<file path="src/rtl/freq_meter.sv">
// rtl/freq_meter.sv - gated edge counter: counts sig_in rising edges over a programmable clk window
`timescale 1ns/1ps

module freq_meter #(
    parameter int WIDTH      = 32,
    // Gate counter width; follows WIDTH unless a narrow count needs a longer window.
    parameter int GATE_WIDTH = WIDTH
) (
    input  logic                  clk,
    input  logic                  rst,
    input  logic                  sig_in,
    input  logic                  start,
    input  logic [GATE_WIDTH-1:0] gate_len,
    input  logic                  ack,
    output logic [WIDTH-1:0]      count,
    output logic                  valid,
    output logic                  busy,
    output logic                  overflow
);

    typedef enum logic [1:0] {
        IDLE    = 2'd0,
        MEASURE = 2'd1,
        DONE    = 2'd2
    } state_t;

    state_t                state, state_nx;

    logic                  sync1, sync2, sync3;
    logic                  rise_det;

    logic [GATE_WIDTH-1:0] gate_cnt;
    logic [WIDTH-1:0]      edge_cnt, edge_nx;
    logic                  ovf_acc, ovf_nx;

    logic                  accept;
    logic                  gate_zero;
    logic                  last_cycle;

    // sync1/sync2 resolve metastability; sync3 is the previous sample for edge detection.
    always_ff @(posedge clk or posedge rst) begin
        if (rst) begin
            sync1 <= 1'b0;
            sync2 <= 1'b0;
            sync3 <= 1'b0;
        end else begin
            sync1 <= sig_in;
            sync2 <= sync1;
            sync3 <= sync2;
        end
    end

    assign rise_det = sync2 & ~sync3;

    always_comb begin
        accept     = start && ((state == IDLE) || ((state == DONE) && ack));
        gate_zero  = (gate_len == '0);
        last_cycle = (state == MEASURE) && (gate_cnt == GATE_WIDTH'(1));

        // Saturating increment; a rise at full scale only flags overflow.
        edge_nx = edge_cnt;
        ovf_nx  = ovf_acc;
        if ((state == MEASURE) && rise_det) begin
            if (&edge_cnt) begin
                ovf_nx = 1'b1;
            end else begin
                edge_nx = edge_cnt + WIDTH'(1);
            end
        end
    end

    always_ff @(posedge clk or posedge rst) begin
        if (rst) begin
            state <= IDLE;
        end else begin
            state <= state_nx;
        end
    end

    always_comb begin
        state_nx = state;
        case (state)
            IDLE: begin
                if (accept) begin
                    state_nx = gate_zero ? DONE : MEASURE;
                end
            end
            MEASURE: begin
                if (last_cycle) begin
                    state_nx = DONE;
                end
            end
            DONE: begin
                if (ack) begin
                    if (accept) begin
                        state_nx = gate_zero ? DONE : MEASURE;
                    end else begin
                        state_nx = IDLE;
                    end
                end
            end
            default: state_nx = IDLE;
        endcase
    end

    // count/overflow change only when a result completes, so they stay readable after ack.
    always_ff @(posedge clk or posedge rst) begin
        if (rst) begin
            gate_cnt <= '0;
            edge_cnt <= '0;
            ovf_acc  <= 1'b0;
            count    <= '0;
            overflow <= 1'b0;
        end else if (accept) begin
            gate_cnt <= gate_len;
            edge_cnt <= '0;
            ovf_acc  <= 1'b0;
            if (gate_zero) begin
                count    <= '0;
                overflow <= 1'b0;
            end
        end else if (state == MEASURE) begin
            gate_cnt <= gate_cnt - GATE_WIDTH'(1);
            edge_cnt <= edge_nx;
            ovf_acc  <= ovf_nx;
            if (last_cycle) begin
                count    <= edge_nx;
                overflow <= ovf_nx;
            end
        end
    end

    assign valid = (state == DONE);
    assign busy  = (state == MEASURE);

endmodule

</file>
<file path="config.mk">
export PLATFORM = sky130hd
export DESIGN_NAME = freq_meter
export DESIGN_NICKNAME = d
export VERILOG_FILES = /design/src/rtl/freq_meter.sv
export SDC_FILE = /design/constraint.sdc
export NUM_CORES = 1
export LEC_CHECK = 0
export ABC_AREA = 1
export CORE_MARGIN = 1.5
export CORE_UTILIZATION = 57
export DETAILED_ROUTE_END_ITERATION = 8
export GPL_TIMING_DRIVEN = 0
export PLACE_DENSITY_LB_ADDON = 0.08
export SETUP_SLACK_MARGIN = 0.02
export SKIP_CTS_REPAIR_TIMING = 1
export SYNTH_ARGS = -nofsm -noshare
export SYNTH_HDL_FRONTEND = slang
export SYNTH_SLANG_ARGS = --single-unit
</file>
<file path="constraint.sdc">
create_clock -name clk -period 4.2 [get_ports clk]
set_clock_uncertainty 0.2 [all_clocks]
set_input_delay 0.42 -clock clk [delete_from_list [all_inputs] [get_ports clk]]
set_output_delay 0.42 -clock clk [all_outputs]
set_load 0.005 [all_outputs]
</file>
**Yosys cells after proc, flatten, opt, wreduce, memory -nomap -nowiden**

Cells that the tools add are included.

- Bitwise logic cells: 2
- Equality and inequality tests: 7
- Multiplexer cells: 24
- Add/subtract/negate cells: 2
- Reductions and logical operators: 12

Operators by type and width:

| operator | number |
|---|---|
| $mux 32 | 10 |
| $add 32x1->32 const B | 1 |
| $eq 32x1->1 const B | 1 |
| $logic_not 32->1 | 1 |
| $reduce_and 32->1 | 1 |
| $sub 32x1->32 const B | 1 |
| $mux 2 | 5 |
| $mux 1 | 8 |
| $pmux 2 s3 | 1 |
| $reduce_and 3->1 | 2 |
| $logic_and 1x1->1 | 4 |
| $ne 2x1->1 const B | 2 |
| $ne 2x2->1 const B | 2 |
| $reduce_bool 2->1 | 2 |
| $eq 2x1->1 const B | 1 |
| $eq 2x2->1 const B | 1 |
| $logic_not 2->1 | 1 |
| $and 1x1->1 | 1 |
| $logic_or 1x1->1 | 1 |
| $not 1->1 | 1 |

- Output and inout bits: 35
- Register bits: 103

**Longest topological paths before layout**

- Word-level depth: 7
- Mapped depth: 13
- Depth with buffers taken out: 12

**Worst setup path after synthesis**

Ideal clock, no wire load.

- Path kind: register to register
- Start: register edge_cnt[0]
- End: register count[6]
- Arrival: 1.634 ns
- Cell stages (with the launch flop): 14
- Path slack: 2.249 ns
- Path through: dfrtp_1 > ha_1 > nand2_2 > nor2_4 > nand2_4 > nor2_8 > nand3_4 > nand2_4 > inv_2 > buf_6 > nand2_1 > nand2_1 > nand3_1 > nand2_1

- Word-level cells in the longest chain between the ends: 6
- Elaborated cells on any way between the ends: 7
- Classes of those cells: add/sub: 1; mux: 5; reduce/logical: 1

Ends and longest elaborated chain:

| what | line | source |
|---|---|---|
| from (decl) | 33 | `logic [WIDTH-1:0] edge_cnt, edge_nx;` |
| from (signal assigned) | 124 | `edge_cnt <= edge_nx;` |
| $add 32x1->32 / $reduce_and 32->1 (equally long branches) | 67, 64 |  |
| $mux 32 * | 64 | `if (&edge_cnt) begin` |
| $mux 32 * | 63 | `if ((state == MEASURE) && rise_det) begin` |
| $mux 32 * | 126 | `if (last_cycle) begin` |
| $mux 32 * | 122 | `end else if (state == MEASURE) begin` |
| $mux 32 * | 114 | `end else if (accept) begin` |
| to (signal assigned) | 127 | `count <= edge_nx;` |
| to (decl) | 15 | `output logic [WIDTH-1:0] count,` |

Mark *: on every way between the ends. The rest lies on a longest branch, timed or not. The select of a mux whose other input is x is not followed.
A chain may end at the register's enable or synchronous reset.

**Worst setup path in the final report**

- Start: register state[1]
- End: output port busy

- Word-level cells in the longest chain between the ends: 1

Ends and longest elaborated chain:

| what | line | source |
|---|---|---|
| from (decl) | 27 | `state_t state, state_nx;` |
| from (signal assigned) | 76 | `state <= state_nx;` |
| $eq 2x1->1 | 134 | `assign busy = (state == MEASURE);` |
| to (decl) | 17 | `output logic busy,` |

No other way between the ends.

==> run metrics <==
most frequent cells in the layout 268 x nand2_1, 133 x nor2_1, 103 x dfrtp_1; # rows 37; Clock Sinks 103; number of buffers created by CTS 9; crit-path cells inv_1, nand2_1, inv_1, clkbuf_1, clkdlybuf4s50_1; Max IR drop VDD 0.000258 V; Slew HR 0.545; Comb pwr share 0.292; Clk pwr share 0.251; Reg2Reg Setup Slack 1830 ps; first-pass GRT wire length 28600 µm; Filler cells 924; # DRC 0; crit path capture type primary output; worst-path maximum fanout 10; post-synth cell types 36; Pwr per Cell Area 359 nW/µm²; Reg clk slew, reported paths between 100 and 150 ps; core area a little over 10000 µm²; sequential share of power 0.458; n_diodes 0; Initial Util 0.591; worst path arrival time 2400 ps; GPL Wtd Cong a little under 1; setup violators final 0; GRT Total Usage 0.325; Worst-Margin Slew 682 ps; Vias/cell about 5.5; total wire length 17500 µm; met1 usage 0.365; P_leak between 3 and 4 nW; fin util 0.698; P_sw about 1000 µW; maxcap violations 0; most common cell after layout, fill and taps aside nand2_1; IO Count 72; 1st-iter DRT viols 369; status complete, no violations; R2R Path Start gate_cnt[0]$_DFFE_PP0P_; yosys warns 0; Worst-Skew Late Latency 400 ps; Chip Height 107 µm; FF-to-FF End gate_cnt[24]$_DFFE_PP0P_; largest net degree at the start of global routing ~70; period utilization 0.719; Crit Path Category reg -> out; mapped cell area 6130 µm²; Max Slew Vio Count 0; Post-synth EDFFs 0; Mapped Nets about 900; H-tree depth 3; Fmax achieved 0.331 GHz; FF-to-FF path depth 10; met2 usage 0.585; DP Wirelength about 13000 µm; Synth async-reset ratio 1.00; Seq/Total Area, Yosys 0.420; number of port buffers 71; initial antenna violation count 0; CTS tree done; maximum root-to-sink buffer count 2; CTS Root Cell clkbuf_8; met3 usage 0.0693; CP dominant cell by count inv_1; Final Hold Fails 0; post-route minimum period around 3000 ps; slowest CP cell clkdlybuf4s50_1; GR Overflow Total 0; Hold Path Depth 0; CP Capture Point busy; die area 11400 µm²; Routed Antenna Nets 0; type of origin of the critical path flop; internal power roughly 1.6 mW; DRT Pass-1 Iters 7; Final nets approximately 990; vias in the first global route 6044; synthesized area per cell 7.10 µm²; via count between 6000 and 7000; predominant post-synthesis flop cell dfrtp_1; HP Class reg -> reg; share of layout cells above drive strength 1 0.0631; post-synthesis sequential element count approximately 100; Setup crit start state[1]$_DFFE_PP0P_; Syn Inst Count 863; Layout area overhead 18.1%; RSZ-0062 raised after global routing false; Avg WL per Cell ~16 µm; Sw Ratio 0.384; CP peak stage delay 600 ps; Die X between 100 and 150 µm; critical path required time about 3600 ps; most crowded layer after global routing met2; Setup TNS Final 0 ps
## flip-flops by register name (all words and copies together), names as in the netlist
register	count
sync2	1
state	2
count	32
ovf_acc	1
gate_cnt	32
overflow	1
sync1	1
sync3	1
edge_cnt	32
## cells by family (layout without fill, tap and decap cells)
kind of cell               after synthesis  after routing  synth area share
and+or+nand+nor                        536            536             0.382
buffers and inverters                  123            211            0.0822
DFF                                    103            103             0.420
AOI/OAI and AO/OA                       75             75            0.0761
xor gates and xnor gates                23             23            0.0329
adders and majority gates                3              3           0.00612
## layout make-up
| type | count | area [µm²] | area share |
|---|---|---|---|
| clock buffer | 9 | 124 | 0.0171 |
| inverter | 98 | 370 | 0.0511 |
| clock inverter | 7 | 77.6 | 0.0107 |
| timing repair buffer | 72 | 738 | 0.102 |
| sequential | 103 | 2580 | 0.356 |
| buffer | 25 | 136 | 0.0188 |
| tap | 136 | 170 | 0.0235 |
| multi-input combinational | 637 | 3050 | 0.421 |
## power groups by stage
stage / registers (mW) / clock network [mW] / logic [mW]
detailed placement: 1.20 / 0 / 0.745
global route: 1.20 / 0.705 / 0.849
CTS: 1.19 / 0.665 / 0.749
finish: 1.19 / 0.652 / 0.758
global placement: 1.20 / 0 / 0.730
floorplan: 1.17 / 0 / 0.561
## layer usage
metal | up-vias | part of all wire
met4 | 0 | 0.041
met5 | - | 0
met2 | 240 | 0.52
met1 | 2819 | 0.39
li1 | 2896 | -
met3 | 58 | 0.054
## per-stage QoR
stage / setup WS [ps] / power, mW / area [µm²] / hold WS (ps) / std cells
finish: 1180 / 2.60 / 7240 / 161 / 1087
detailed placement: 1470 / 1.95 / 7040 / 140 / 1071
global placement: -660 / 1.93 / 7010 / 137 / 1070
CTS: 1160 / 2.60 / 7240 / 164 / 1087
floorplan: 876 / 1.73 / 6130 / 131 / 863
global route: 1050 / 2.76 / 7240 / 179 / 1087
## critical path, delay by kind of cell, from the launching register on
kind	cells	cell delay, ps
DFF	1	410
and+or+nand+nor	1	250
buffers and inverters	4	1340
## worst min path at each step
stage | endpoint | from | slack, ps
after floorplan | sync2$_DFF_PP0_ | sync1$_DFF_PP0_ | 130
after global placement | sync2$_DFF_PP0_ | sync1$_DFF_PP0_ | 140
after detailed placement | sync2$_DFF_PP0_ | sync1$_DFF_PP0_ | 140
after CTS | sync2$_DFF_PP0_ | sync1$_DFF_PP0_ | 160
after global routing | sync2$_DFF_PP0_ | sync1$_DFF_PP0_ | 180
final | sync2$_DFF_PP0_ | sync1$_DFF_PP0_ | 160
## synthesized netlist by cell type (4+ instances only)
master	n	area, µm²
nand2_1	268	1010
nor2_1	133	499
dfrtp_1	103	2580
inv_1	96	360
nand3_1	89	445
o21ai_0	34	170
xor2_1	17	149
clkbuf_1	12	45.0
o21bai_1	11	82.6
nand4_1	10	62.6
o221ai_1	9	78.8
buf_2	7	35.0
nand3_2	7	70.1
nor2_4	7	78.8
o211ai_1	7	52.6
xnor2_1	6	52.6
nor3_1	5	25.0
o21ai_1	5	25.0
buf_6	4	45.0
nand2_2	4	25.0
o22ai_1	4	25.0
Power figures use the tool's default switching activity.
